--- config.mk ---
export PLATFORM = sky130hd
export DESIGN_NAME = hazard_ctrl
export DESIGN_NICKNAME = d
export VERILOG_FILES = /design/src/rtl/hazard_ctrl.sv
export SDC_FILE = /design/constraint.sdc
export NUM_CORES = 1
export LEC_CHECK = 0
export ABC_AREA = 0
export CAP_MARGIN = 5
export CORE_UTILIZATION = 28
export CTS_BUF_LIST = sky130_fd_sc_hd__clkbuf_4 sky130_fd_sc_hd__clkbuf_8
export CTS_CLUSTER_DIAMETER = 60
export DETAILED_ROUTE_END_ITERATION = 10
export PLACE_DENSITY = 0.88
export SYNTH_ARGS = -nofsm -noshare
export SYNTH_HDL_FRONTEND = slang
export SYNTH_SLANG_ARGS = --single-unit
--- constraint.sdc ---
create_clock -name clk -period 1.41 [get_ports clk]
set_input_delay 0.282 -clock clk [delete_from_list [all_inputs] [get_ports clk]]
set_output_delay 0.282 -clock clk [all_outputs]
set_load 0.02 [all_outputs]
--- src/rtl/hazard_ctrl.sv ---
// hazard_ctrl: pipeline hazard controller for a 5-stage MIPS-style core.
// Detects load-use and branch-operand hazards, stalls PC and IF/ID, injects
// bubbles into ID/EX, and kills the fetched instruction on taken control flow.
// Optional stall statistics counter is enabled with `define HAZARD_STATS_EN.
module hazard_ctrl (
    input  logic        clk,
    input  logic        rst,
    input  logic [4:0]  ID_rs,
    input  logic [4:0]  ID_rt,
    input  logic        ID_Branch,
    input  logic        ID_Jump,
    input  logic        Branch_Taken,
    input  logic        Ex_RegWr,
    input  logic        Ex_MemRead,
    input  logic [4:0]  Ex_Reg,
    input  logic        Mem_RegWr,
    input  logic        Mem_MemRead,
    input  logic [4:0]  Mem_Reg,
    output logic        PC_Wr,
    output logic        IF_ID_Wr,
    output logic        ID_EX_Flush,
    output logic        IF_ID_Flush
`ifdef HAZARD_STATS_EN
    ,
    output logic [15:0] Stall_Cnt
`endif
);

    typedef enum logic [0:0] {StRun, StStall} state_e;

    state_e     state_q, state_d;
    logic       rem_q, rem_d;
    logic       dep_ex, dep_mem;
    logic [1:0] need;

    // Register-0 writes never create a dependency.
    assign dep_ex  = (Ex_Reg  != 5'd0) && ((Ex_Reg  == ID_rs) || (Ex_Reg  == ID_rt));
    assign dep_mem = (Mem_Reg != 5'd0) && ((Mem_Reg == ID_rs) || (Mem_Reg == ID_rt));

    // Required stall count; first matching rule wins, so a simultaneous MEM
    // dependency is left to be re-evaluated once the EX stall resolves.
    always_comb begin
        need = 2'd0;
        if (ID_Branch && Ex_RegWr && Ex_MemRead && dep_ex) begin
            need = 2'd2;
        end else if (ID_Branch && Ex_RegWr && !Ex_MemRead && dep_ex) begin
            need = 2'd1;
        end else if (ID_Branch && Mem_RegWr && Mem_MemRead && dep_mem) begin
            need = 2'd1;
        end else if (!ID_Branch && Ex_MemRead && dep_ex) begin
            need = 2'd1;
        end
    end

    // State and remaining-stall registers.
    always_ff @(posedge clk or posedge rst) begin
        if (rst) begin
            state_q <= StRun;
            rem_q   <= 1'b0;
        end else begin
            state_q <= state_d;
            rem_q   <= rem_d;
        end
    end

    // Next state and pipeline control outputs; all outputs held low in reset.
    always_comb begin
        state_d     = state_q;
        rem_d       = rem_q;
        PC_Wr       = 1'b0;
        IF_ID_Wr    = 1'b0;
        ID_EX_Flush = 1'b0;
        IF_ID_Flush = 1'b0;
        if (!rst) begin
            unique case (state_q)
                StRun: begin
                    if (need == 2'd0) begin
                        PC_Wr       = 1'b1;
                        IF_ID_Wr    = 1'b1;
                        IF_ID_Flush = ID_Jump || (ID_Branch && Branch_Taken);
                    end else begin
                        ID_EX_Flush = 1'b1;
                        if (need == 2'd2) begin
                            state_d = StStall;
                            rem_d   = 1'b1;
                        end
                    end
                end
                StStall: begin
                    // Hazard inputs are ignored here. rem is always 1 on entry,
                    // so the decrement and return happen after a single cycle.
                    ID_EX_Flush = 1'b1;
                    if (rem_q) begin
                        rem_d = 1'b0;
                    end
                    state_d = StRun;
                end
                default: begin
                    state_d = StRun;
                    rem_d   = 1'b0;
                end
            endcase
        end
    end

`ifdef HAZARD_STATS_EN
    logic [15:0] stall_cnt_q;

    // Saturating count of cycles in which the PC was held.
    always_ff @(posedge clk or posedge rst) begin
        if (rst) begin
            stall_cnt_q <= 16'd0;
        end else if (!PC_Wr && (stall_cnt_q != 16'hFFFF)) begin
            stall_cnt_q <= stall_cnt_q + 16'd1;
        end
    end

    assign Stall_Cnt = stall_cnt_q;
`endif

endmodule

==> reports/qor_table.md <==
| Quantity | Value | Unit |
| --- | --- | --- |
| Outcome | complete, but fails checks | - |
| Failing checks | negative setup slack | - |
| Relative contribution of the clock network to total power | 0 | - |
| # port buffers | 32 | - |
| Number of nets still failing antenna checks after routing | 0 | - |
| Number of global-route vias before repair | 558 | - |
| CTS clk-pin slew, worst paths | 0 | ps |
| Slew at the pin closest to its max-slew limit | 338.2 | ps |
| Antenna cell count | 0 | - |
| Die height | 38.49 | um |
| Leftover overflow at the end of global routing | 0 | - |
| Leading post-synthesis cells by cell area | sky130_fd_sc_hd__xnor2_1 28%, sky130_fd_sc_hd__xor2_1 19%, sky130_fd_sc_hd__dfrtp_1 6.7% | - |
| Detailed-placement wirelength estimate | 1237 | um |
| Detailed Route WL | 1707 | um |
| Type of destination of the critical path | output port | - |
| Number of nets in the synthesized netlist | 78 | - |
| Synth Register Bits | 1 | - |
| Switching Share | 0.3956 | - |
| Post-synthesis instance area | 372.9 | um2 |
| Gate Count Post-Synth | 49 | - |
| Pin count of the biggest net entering global routing | 5 | - |
| Leading cell types in the layout, fill and taps excluded | 16 x sky130_fd_sc_hd__buf_4, 11 x sky130_fd_sc_hd__xnor2_1, 9 x sky130_fd_sc_hd__buf_6 | - |
| Worst ir drop on vdd | 0.1992 | mV |
| Number of placement rows | 12 | - |
| Data arrival time at the worst-slack endpoint | 1580 | ps |
| Worst hold slack | 497.5 | ps |
| Die area | 1481 | um2 |
| Peak fanout along the critical path | 3 | - |
| Antenna violations before repair | 0 | - |
| Max-cap check violation count | 0 | - |
| Max Slew Vio Count | 0 | - |
| Worst hold path class | in2async | - |
| Number of setup violations in the final report | 4 | - |
| Largest register FFs | 1 | - |
| Sequential share of power | 0.099 | - |
| Fill cell total of the finished layout | 87 | - |
| Relative slew margins | 0.7681 | - |
| Startpoint Class | primary input | - |
| Reported leakage power | 0.4013 | nW |
| Distinct cells, synth | 21 | - |
| Average wire length per cell after detail routing | 15.24 | um |
| Combinational fraction of design power | 0.901 | - |
| Core Box Area | 1171 | um2 |
| Setup_tns | -1715 | ps |
| Number of warnings reported in the yosys synthesis log | 0 | - |
| First-pass GRT wire length | 2352 | um |
| Leading cell type in the layout, fill and taps excluded | sky130_fd_sc_hd__buf_4 | - |
| Net load switching power | 119.3 | uW |
| Count of final hold-check violations | 0 | - |
| Mean post-synth cell area | 7.609 | um2 |
| Data required, critical path | 1130 | ps |
| Largest registers | state_q x1 | - |
| Final worst path period need | 1858 | ps |
| RSZ-0062 raised after global routing | true | - |
| Clock insertion delay at the later pin of the skew report | 0 | ps |
| Portion of synthesized cell area occupied by the leading cell type | 0.2819 | - |
| Starting density of the core | 0.3184 | - |
| Areal power density over the cells | 328.9 | nW/um2 |
| Biggest register | state_q | - |
| DRC violations left | 0 | - |
| Top-level I/O count | 33 | - |
| Layout Skew | 0 | ps |
| RePlAce Congestion | 0.7650 | - |
| Vias per Instance | 4.741 | - |
| Number of nets in the layout | 129 | - |
| Via total after detailed routing | 531 | - |
| Design internal power | 182.3 | uW |
| Die width | 38.49 | um |
| Pre-antenna DRT Iters | 3 | - |
| Ratio of cells with drive above 1 in the final layout | 0.5612 | - |
| Max Fclk | 0.5383 | GHz |
| Sequential-to-total area share from yosys stat | 0.06711 | - |
| Total routing resource utilization after global routing | 0.2313 | - |
| Period Utilization, post-route | 1.317 | - |
| Area overhead of the layout relative to synthesis | 146.0 | % |
| Biggest area consumer among synthesized cells | sky130_fd_sc_hd__xnor2_1 | - |
| Minimum setup slack in the final design | -447.7 | ps |
| CP Class | in2out | - |
| Starting DRT DRC Count | 3 | - |
worst paths after layout:
| check | to | depth (start not counted) | slack [ps] | startpoint |
|---|---|---|---|---|
| max reg2reg | state_q | 3 | 380 | state_q |
| min | state_q | 3 | 500 | rst |
| min in group clk | state_q | 2 | 620 | state_q |
| min reg2reg | state_q | 2 | 620 | state_q |
| max | IF_ID_Flush | 6 | -450 | Ex_RegWr |
| max in group asynchronous | state_q | 3 | 830 | rst |
cells in the mapped netlist:
library cell / number
sky130_fd_sc_hd__a21oi_1: 2
sky130_fd_sc_hd__o31ai_1: 1
sky130_fd_sc_hd__nor4_2: 1
sky130_fd_sc_hd__dfrtp_1: 1
sky130_fd_sc_hd__buf_4: 1
sky130_fd_sc_hd__a21o_1: 1
sky130_fd_sc_hd__nor3_2: 1
sky130_fd_sc_hd__or4_4: 1
sky130_fd_sc_hd__nand2_1: 3
sky130_fd_sc_hd__nand3_1: 3
sky130_fd_sc_hd__xnor2_1: 12
sky130_fd_sc_hd__o22ai_1: 1
sky130_fd_sc_hd__nor2_1: 3
sky130_fd_sc_hd__o21a_1: 1
sky130_fd_sc_hd__nand4_1: 1
sky130_fd_sc_hd__mux2i_1: 1
sky130_fd_sc_hd__nor2_2: 1
sky130_fd_sc_hd__inv_1: 1
sky130_fd_sc_hd__a32oi_1: 1
sky130_fd_sc_hd__xor2_1: 8
sky130_fd_sc_hd__nor3_1: 4
critical path, cell delays in order:
cell                              delay [ps]
sky130_fd_sc_hd__clkdlybuf4s50_1         450
sky130_fd_sc_hd__mux2i_1                 320
sky130_fd_sc_hd__nor3_4                  100
sky130_fd_sc_hd__buf_6                   130
sky130_fd_sc_hd__nor4_4                  120
sky130_fd_sc_hd__buf_4                   180
cell families (layout without fill, tap and decap cells):
kind of cell	after synthesis	in the layout	share of synthesized area
XOR/XNOR	20	20	0.4698
AND/OR/NAND/NOR	18	18	0.2785
AO/OA/AOI/OAI	7	7	0.1276
buffers and inverters	2	51	0.03020
multiplexers	1	1	0.02685
flip-flops	1	1	0.06710
per-layer routing:
layer  vias up  GRT usage  wire [um]
met5         -          0          0
li1        267          -          -
met1       243     0.2624        681
met2        19     0.4583        948
met4         0    0.06034         19
met3         2   0.005814         58
cell type report:
cell class | instances | area, um2 | area share
multi-input cells | 46 | 456.7 | 0.4980
repair buffers | 50 | 414.1 | 0.4516
flip-flops and latches | 1 | 25.02 | 0.02729
well taps | 14 | 17.52 | 0.01910
inverters | 1 | 3.754 | 0.004093
stage by stage:
stage	instance area, um2	setup slack [ps]	cells	util	power, mW
3_3_place_gp	833.3	-1224	109	0.7115	0.2688
4_1_cts	873.3	-516.8	112	0.7457	0.2808
5_1_grt	917.1	-513.7	112	0.7831	0.3197
3_5_place_dp	833.3	-1266	109	0.7115	0.2763
2_1_floorplan	390.4	-290.9	49	-	0.1190
6_report	917.1	-447.7	112	0.7831	0.3017
repair_timing:
item                       CTS  global route
buffers inserted             7             1
cloned                       0             0
hold buffers                 0             0
setup endpoints to repair    5             5
pin swaps                   16            10
resized for setup           94            20
power by group through the flow:
| stage | Clock [mW] | Combinational (mW) | Sequential, mW |
|---|---|---|---|
| 6_report | 0 | 0.272 | 0.0300 |
| 5_1_grt | 0 | 0.290 | 0.0300 |
| 4_1_cts | 0 | 0.251 | 0.0299 |
| 3_5_place_dp | 0 | 0.246 | 0.0299 |
| 3_3_place_gp | 0 | 0.239 | 0.0298 |
| 2_1_floorplan | 0 | 0.0893 | 0.0297 |
Note: power is estimated with default switching activity, not from simulation.
==> patch 1, RTL diff (config.mk and constraints unchanged) <==
Add a define of `HAZARD_STATS_EN`.
--- a/src/rtl/hazard_ctrl.sv
+++ b/src/rtl/hazard_ctrl.sv
@@ -2,6 +2,8 @@
 // Detects load-use and branch-operand hazards, stalls PC and IF/ID, injects
 // bubbles into ID/EX, and kills the fetched instruction on taken control flow.
 // Optional stall statistics counter is enabled with `define HAZARD_STATS_EN.
+`define HAZARD_STATS_EN
+
 module hazard_ctrl (
     input  logic        clk,
     input  logic        rst,
Function (old outputs only; new: Stall_Cnt): kept (Yosys induction, for registers that start in step).
==> patch 1 against the unedited design <==
The flow still finishes with violations (negative setup slack); sequential share of layout area is 17 points higher; power rose to 6.9 times the old value; synthesized area grew to 3.3 times the old value; wire length rose by 130%; worst hold slack better by 0.063 ns; critical path depth is 1 higher; sequential cell count is 16 higher; cell area grew 140%; worst setup slack got worse by 0.071 ns; critical path type unchanged; critical endpoint is now ID_EX_Flush.
==> patch 1: results (changes against the unedited design) <==
* Number of global-route vias before repair: 1383 (+150%)
- The count of buffers inserted at the top-level ports was 48 (+50%).
- Kind of path behind the tightest hold check: flop to flop
- Largest voltage drop on the vdd net: 0.514 mV (+160%)
* Clock transition at the registers of the reported paths: 0.06 ns (+0.06 ns)
* Detailed placer's ending HPWL: 2.98 mm (+140%)
- The flow ran to the end, but the final reports show violations.
* Accumulated negative setup slack: -6.91 ns (-5.20 ns)
- Fin cells: 262 (+130%)
- The transition at the pin with the smallest max-transition slack is 0.321 ns (-0.0174 ns).
* Failing checks: negative setup slack
* Number of nets in the layout: 243 (+88%)
- CP Data Arrival Time: 1.65 ns (+0.07 ns)
* Proportion of synthesized area in mux cells: 2.76% (+0.071 points)
- The minimum setup slack in the final design is -0.519 ns (-0.0712 ns).
- Mapped Nets: 156 (+100%)
- Proportion of layout cells with a drive suffix above 1: 50.9% (-5.2 points)
* Final setup violation count: 20 (+16)
* Number of detailed-routing iterations run before antenna repair: 4 (+1)
- The leakage power summed over all cells is 0.927 nW (+130%).
- The cell depth of the worst flop-to-flop path is 6 (+3).
* Sequential-to-total area share from yosys stat: 34.7% (+28 points)
- The critical path starts at Ex_Reg[0].
- In this run the critical register-to-register path is captured at Stall_Cnt[1].
- The flip-flop count of the largest register, all copies and words added is 16 (+15).
- Area fraction in compound gates after synthesis: 15.6% (+2.9 points)
- Number of library cell types mapped by synthesis: 35 (+67%)
==> patch 1: cell count changes in the layout (fill, tap and decap cells not counted), sizes merged, moves of 4 or more <==
cell	delta
xnor2	+4
clkdlybuf4s15	+13
o21ai	+10
o2111ai	+4
buf	+18
dfrtp	+16
xor2	+10
nor2	+5
clkbuf	+7
nor3	+4
==> patch 1: power by group through the flow <==
stage	logic [W]	clock network (W)	registers, W
final	0.00100	0.000383	0.000690
after global routing	0.00109	0.000413	0.000703
after CTS	0.000995	0.000395	0.000690
after detailed placement	0.00105	0	0.000688
after global placement	0.00101	0	0.000680
after floorplan	0.000303	0	0.000853
==> patch 1: kinds of logic after synthesis <==
logic type	after synthesis
fa+ha+maj	1
mux	3
xor+xnor	34
buf+inv	8
simple gates	42
compound gates	21
flops	17
==> patch 1: what timing repair did <==
item | 4_1_cts | 5_1_grt
hold buffers | 0 | 0
setup buffers | 2 | 1
gates resized for setup | 115 | 32
pin swaps | 20 | 11
setup endpoints to repair | 37 | 29
==> patch 1: critical path, cell delays in order <==
cell and delay (ns):
sky130_fd_sc_hd__clkdlybuf4s15_2 0.22, sky130_fd_sc_hd__xor2_2 0.16, sky130_fd_sc_hd__nor3_2 0.17, sky130_fd_sc_hd__a32oi_2 0.18
sky130_fd_sc_hd__o221ai_4 0.32, sky130_fd_sc_hd__and2_4 0.20, sky130_fd_sc_hd__buf_6 0.11
==> patch 1: final cells by class <==
cell class                      count  area [sq um]
Fill cell                         383          1880
Multi-Input combinational cell    101           955
Timing Repair Buffer               87           726
Sequential cell                    17           433
Tap cell                           50          62.6
Clock buffer                        4          48.8
Inverter                            3          11.3
==> patch 1: layer usage <==
layer	part of all wire, %	track usage [%]	up-vias
met5	0	0	-
met4	0.41	3.13	0
met3	7.2	3.00	2
met2	56	36.8	37
met1	36	17.7	633
li1	-	-	619
==> patch 2, RTL diff (same settings) <==
Made on the original files. Put a register stage on the output `ID_EX_Flush`, with the module's reset. The value now appears one clock later. The other outputs are not delayed to match.
--- a/src/rtl/hazard_ctrl.sv
+++ b/src/rtl/hazard_ctrl.sv
@@ -27,6 +27,8 @@
 );
 
     typedef enum logic [0:0] {StRun, StStall} state_e;
+
+    logic ID_EX_Flush_d;
 
     state_e     state_q, state_d;
     logic       rem_q, rem_d;
@@ -69,7 +71,7 @@
         rem_d       = rem_q;
         PC_Wr       = 1'b0;
         IF_ID_Wr    = 1'b0;
-        ID_EX_Flush = 1'b0;
+        ID_EX_Flush_d = 1'b0;
         IF_ID_Flush = 1'b0;
         if (!rst) begin
             unique case (state_q)
@@ -79,7 +81,7 @@
                         IF_ID_Wr    = 1'b1;
                         IF_ID_Flush = ID_Jump || (ID_Branch && Branch_Taken);
                     end else begin
-                        ID_EX_Flush = 1'b1;
+                        ID_EX_Flush_d = 1'b1;
                         if (need == 2'd2) begin
                             state_d = StStall;
                             rem_d   = 1'b1;
@@ -89,7 +91,7 @@
                 StStall: begin
                     // Hazard inputs are ignored here. rem is always 1 on entry,
                     // so the decrement and return happen after a single cycle.
-                    ID_EX_Flush = 1'b1;
+                    ID_EX_Flush_d = 1'b1;
                     if (rem_q) begin
                         rem_d = 1'b0;
                     end
@@ -118,5 +120,13 @@
     assign Stall_Cnt = stall_cnt_q;
 `endif
 
+    always_ff @(posedge clk or posedge rst) begin
+        if (rst) begin
+            ID_EX_Flush <= '0;
+        end else begin
+            ID_EX_Flush <= ID_EX_Flush_d;
+        end
+    end
+
 endmodule
 
Behaviour: not the same (Yosys sat finds a counterexample within 4 cycles, from zero or initial values and one cycle with rst high).
==> patch 2 against the unedited design <==
The run still ends with negative setup slack left; clock skew rose by 0.00076 ns; via count rose by 6.6%; wire length fell by 2.8%; synthesized area rose by 8.1%; cell area rose by 3.1%; power rose by 48%; critical path depth did not move; worst setup slack got worse by 0.017 ns; global-route usage rose by 0.74 points; sequential share of layout area rose by 2.6 points; sequential cell count rose by 1; first-iteration DRC count rose by 67%; combinational power fell by 3%; critical path type unchanged; largest cell class unchanged; largest power group unchanged.
==> patch 2: results (changes against the unedited design) <==
* Initial DRC Count: 5 (+2)
* Buffers on Ports: 32 (unchanged)
- Main flop type after synthesis: sky130_fd_sc_hd__dfrtp_1
- The fraction of registers with async set or reset after synthesis came to 100% (unchanged).
* Routed via count divided by cell count: 4.92 (+3.8%)
* H-tree depth: 1
- Max clock buf depth: 2
- Register-to-Register Path Depth: 4 (+1)
- The met1 usage in global routing was 21.4% (-4.9 points).
* Die outline area: 1590 sq um (+7.6%)
- Static leakage: 0.441 nW (+9.9%)
- The transition at the pin with the smallest max-transition slack was 0.283 ns (-0.0555 ns).
- The proportion of layout cells with a drive suffix above 1 came to 52.0% (-4.1 points).
- The weighted congestion reported at the end of routability-driven placement was 0.699 (-8.7%).
- Number of library cell types mapped by synthesis: 19 (-9.5%)
- Most common library cells after synthesis: sky130_fd_sc_hd__xor2_1, sky130_fd_sc_hd__nor3_1, sky130_fd_sc_hd__nand2_1, sky130_fd_sc_hd__nor2_1
- The met3 usage in global routing is 2.78% (+2.2 points).
* Hold_ws: 0.545 ns (+0.0470 ns)
- Number of nets in the layout: 131 (+1.6%)
- The number of global-route vias before repair was 598 (+7.2%).
- The global-route total usage across every layer was 23.9% (+0.74 points).
* Failing checks: negative setup slack
- Status: complete, but fails checks
- Detailed placer's ending HPWL: 1.19 mm (-3.6%)
- Total CTS buffers: 3
- Number of fill cells in the layout: 106 (+22%)
- The minimum setup slack in the final design was -0.465 ns (-0.0174 ns).
* Switch share: 33.8% (-5.8 points)
* Number of detailed-routing iterations run before antenna repair: 2 (-1)
- The net count after synthesis is 79 (+1.3%).
- The largest registers in the layout are ID_EX_Flush (1), state_q (1).
- The final setup violation count is 4 (unchanged).
- The clock slew at the register clock pins of the worst setup and hold paths is 0.03 ns (+0.03 ns).
* Global-route wire length before repair: 2.46 mm (+4.7%)
- Worst-skew pair later-pin latency: 0.22 ns (+0.22 ns)
* Data required time at the worst endpoint: 1.13 ns (about the same)
- The post-detailed-routing wire length is 1.66 mm (-2.8%).
* Sequential cell area: 50.0 sq um (+100%)
- Sequential-to-total area share from yosys stat: 12.4% (+5.7 points)
- The total placed instance area was 837 sq um (+0.45%).
* Clock skew after layout: 0.000764 ns (+0.000764 ns)
- Largest voltage drop on the vdd net: 0.503 mV (+150%)
- The number of antenna violations at the first check in global routing came to 0 (unchanged).
* Most instantiated library cell after synthesis: sky130_fd_sc_hd__xor2_1
* Reg-to-reg setup timing slack: 0.31 ns (-0.07 ns)
- The largest net degree at the start of global routing was 4 (-1).
- Cells taking the most area after synthesis: sky130_fd_sc_hd__xor2_1, sky130_fd_sc_hd__dfrtp_1, sky130_fd_sc_hd__nor3_1
* Global-route met2 utilization: 46.4% (+0.54 points)
[patch 2: final cells by class]
| type | instances | share of cell area (%) |
|---|---|---|
| multi-input cells | 46 | 47.4 |
| repair buffers | 48 | 42.6 |
| flip-flops and latches | 2 | 5.29 |
| clock buffers | 3 | 2.38 |
| well taps | 15 | 1.98 |
| inverters | 1 | 0.397 |
[patch 2: power groups by stage]
stage | Clock, W | Combinational (W) | Sequential [W]
finish | 0.000124 | 0.000264 | 0.0000597
global route | 0.000133 | 0.000281 | 0.0000598
CTS | 0.000129 | 0.000242 | 0.0000597
detailed placement | 0 | 0.000235 | 0.0000604
global placement | 0 | 0.000228 | 0.0000604
floorplan | 0 | 0.0000843 | 0.0000616
[patch 2: cells by family (layout without fill, tap and decap cells)]
kind of cell	after synthesis	in the layout	share of synthesized area, %
buf+inv	2	52	2.79
compound gates	7	7	15.2
flops	2	2	12.4
xor+xnor	20	20	43.5
simple gates	18	18	23.3
mux	1	1	2.79
[patch 2: final timing paths]
kind | endpoint | from
max reg2reg | state_q | state_q
max in group asynchronous | ID_EX_Flush | rst
min reg2reg | ID_EX_Flush | state_q
min | state_q | rst
min in group clk | state_q | Ex_Reg[0]
max | IF_ID_Flush | Mem_Reg[3]
[patch 2: critical path, cell delays in order]
cell and delay [ns]:
sky130_fd_sc_hd__buf_6 0.09, sky130_fd_sc_hd__or4_4 0.53, sky130_fd_sc_hd__o2111ai_4 0.22, sky130_fd_sc_hd__o22ai_4 0.13, sky130_fd_sc_hd__nor4_4 0.15, sky130_fd_sc_hd__buf_4 0.18
[patch 2: repair_timing]
action / in CTS / in global routing
hold buffers: 0 / 0
gates resized for setup: 59 / 41
endpoints found under the setup margin: 5 / 6
pin swaps: 11 / 10
buffers inserted: 5 / 3
[patch 2: metal layers]
layer,part of all wire [%],up-vias
met5,0,-
li1,-,272
met2,56,24
met1,33,258
met3,5.0,12
met4,6.4,0
[patch 2: through the flow]
stage,setup TNS (ns),setup slack (ns),std cells
2_1_floorplan,-1.03,-0.436,50
3_3_place_gp,-4.71,-1.30,107
3_5_place_dp,-4.81,-1.35,107
4_1_cts,-1.83,-0.485,114
5_1_grt,-1.94,-0.514,115
6_report,-1.75,-0.465,115
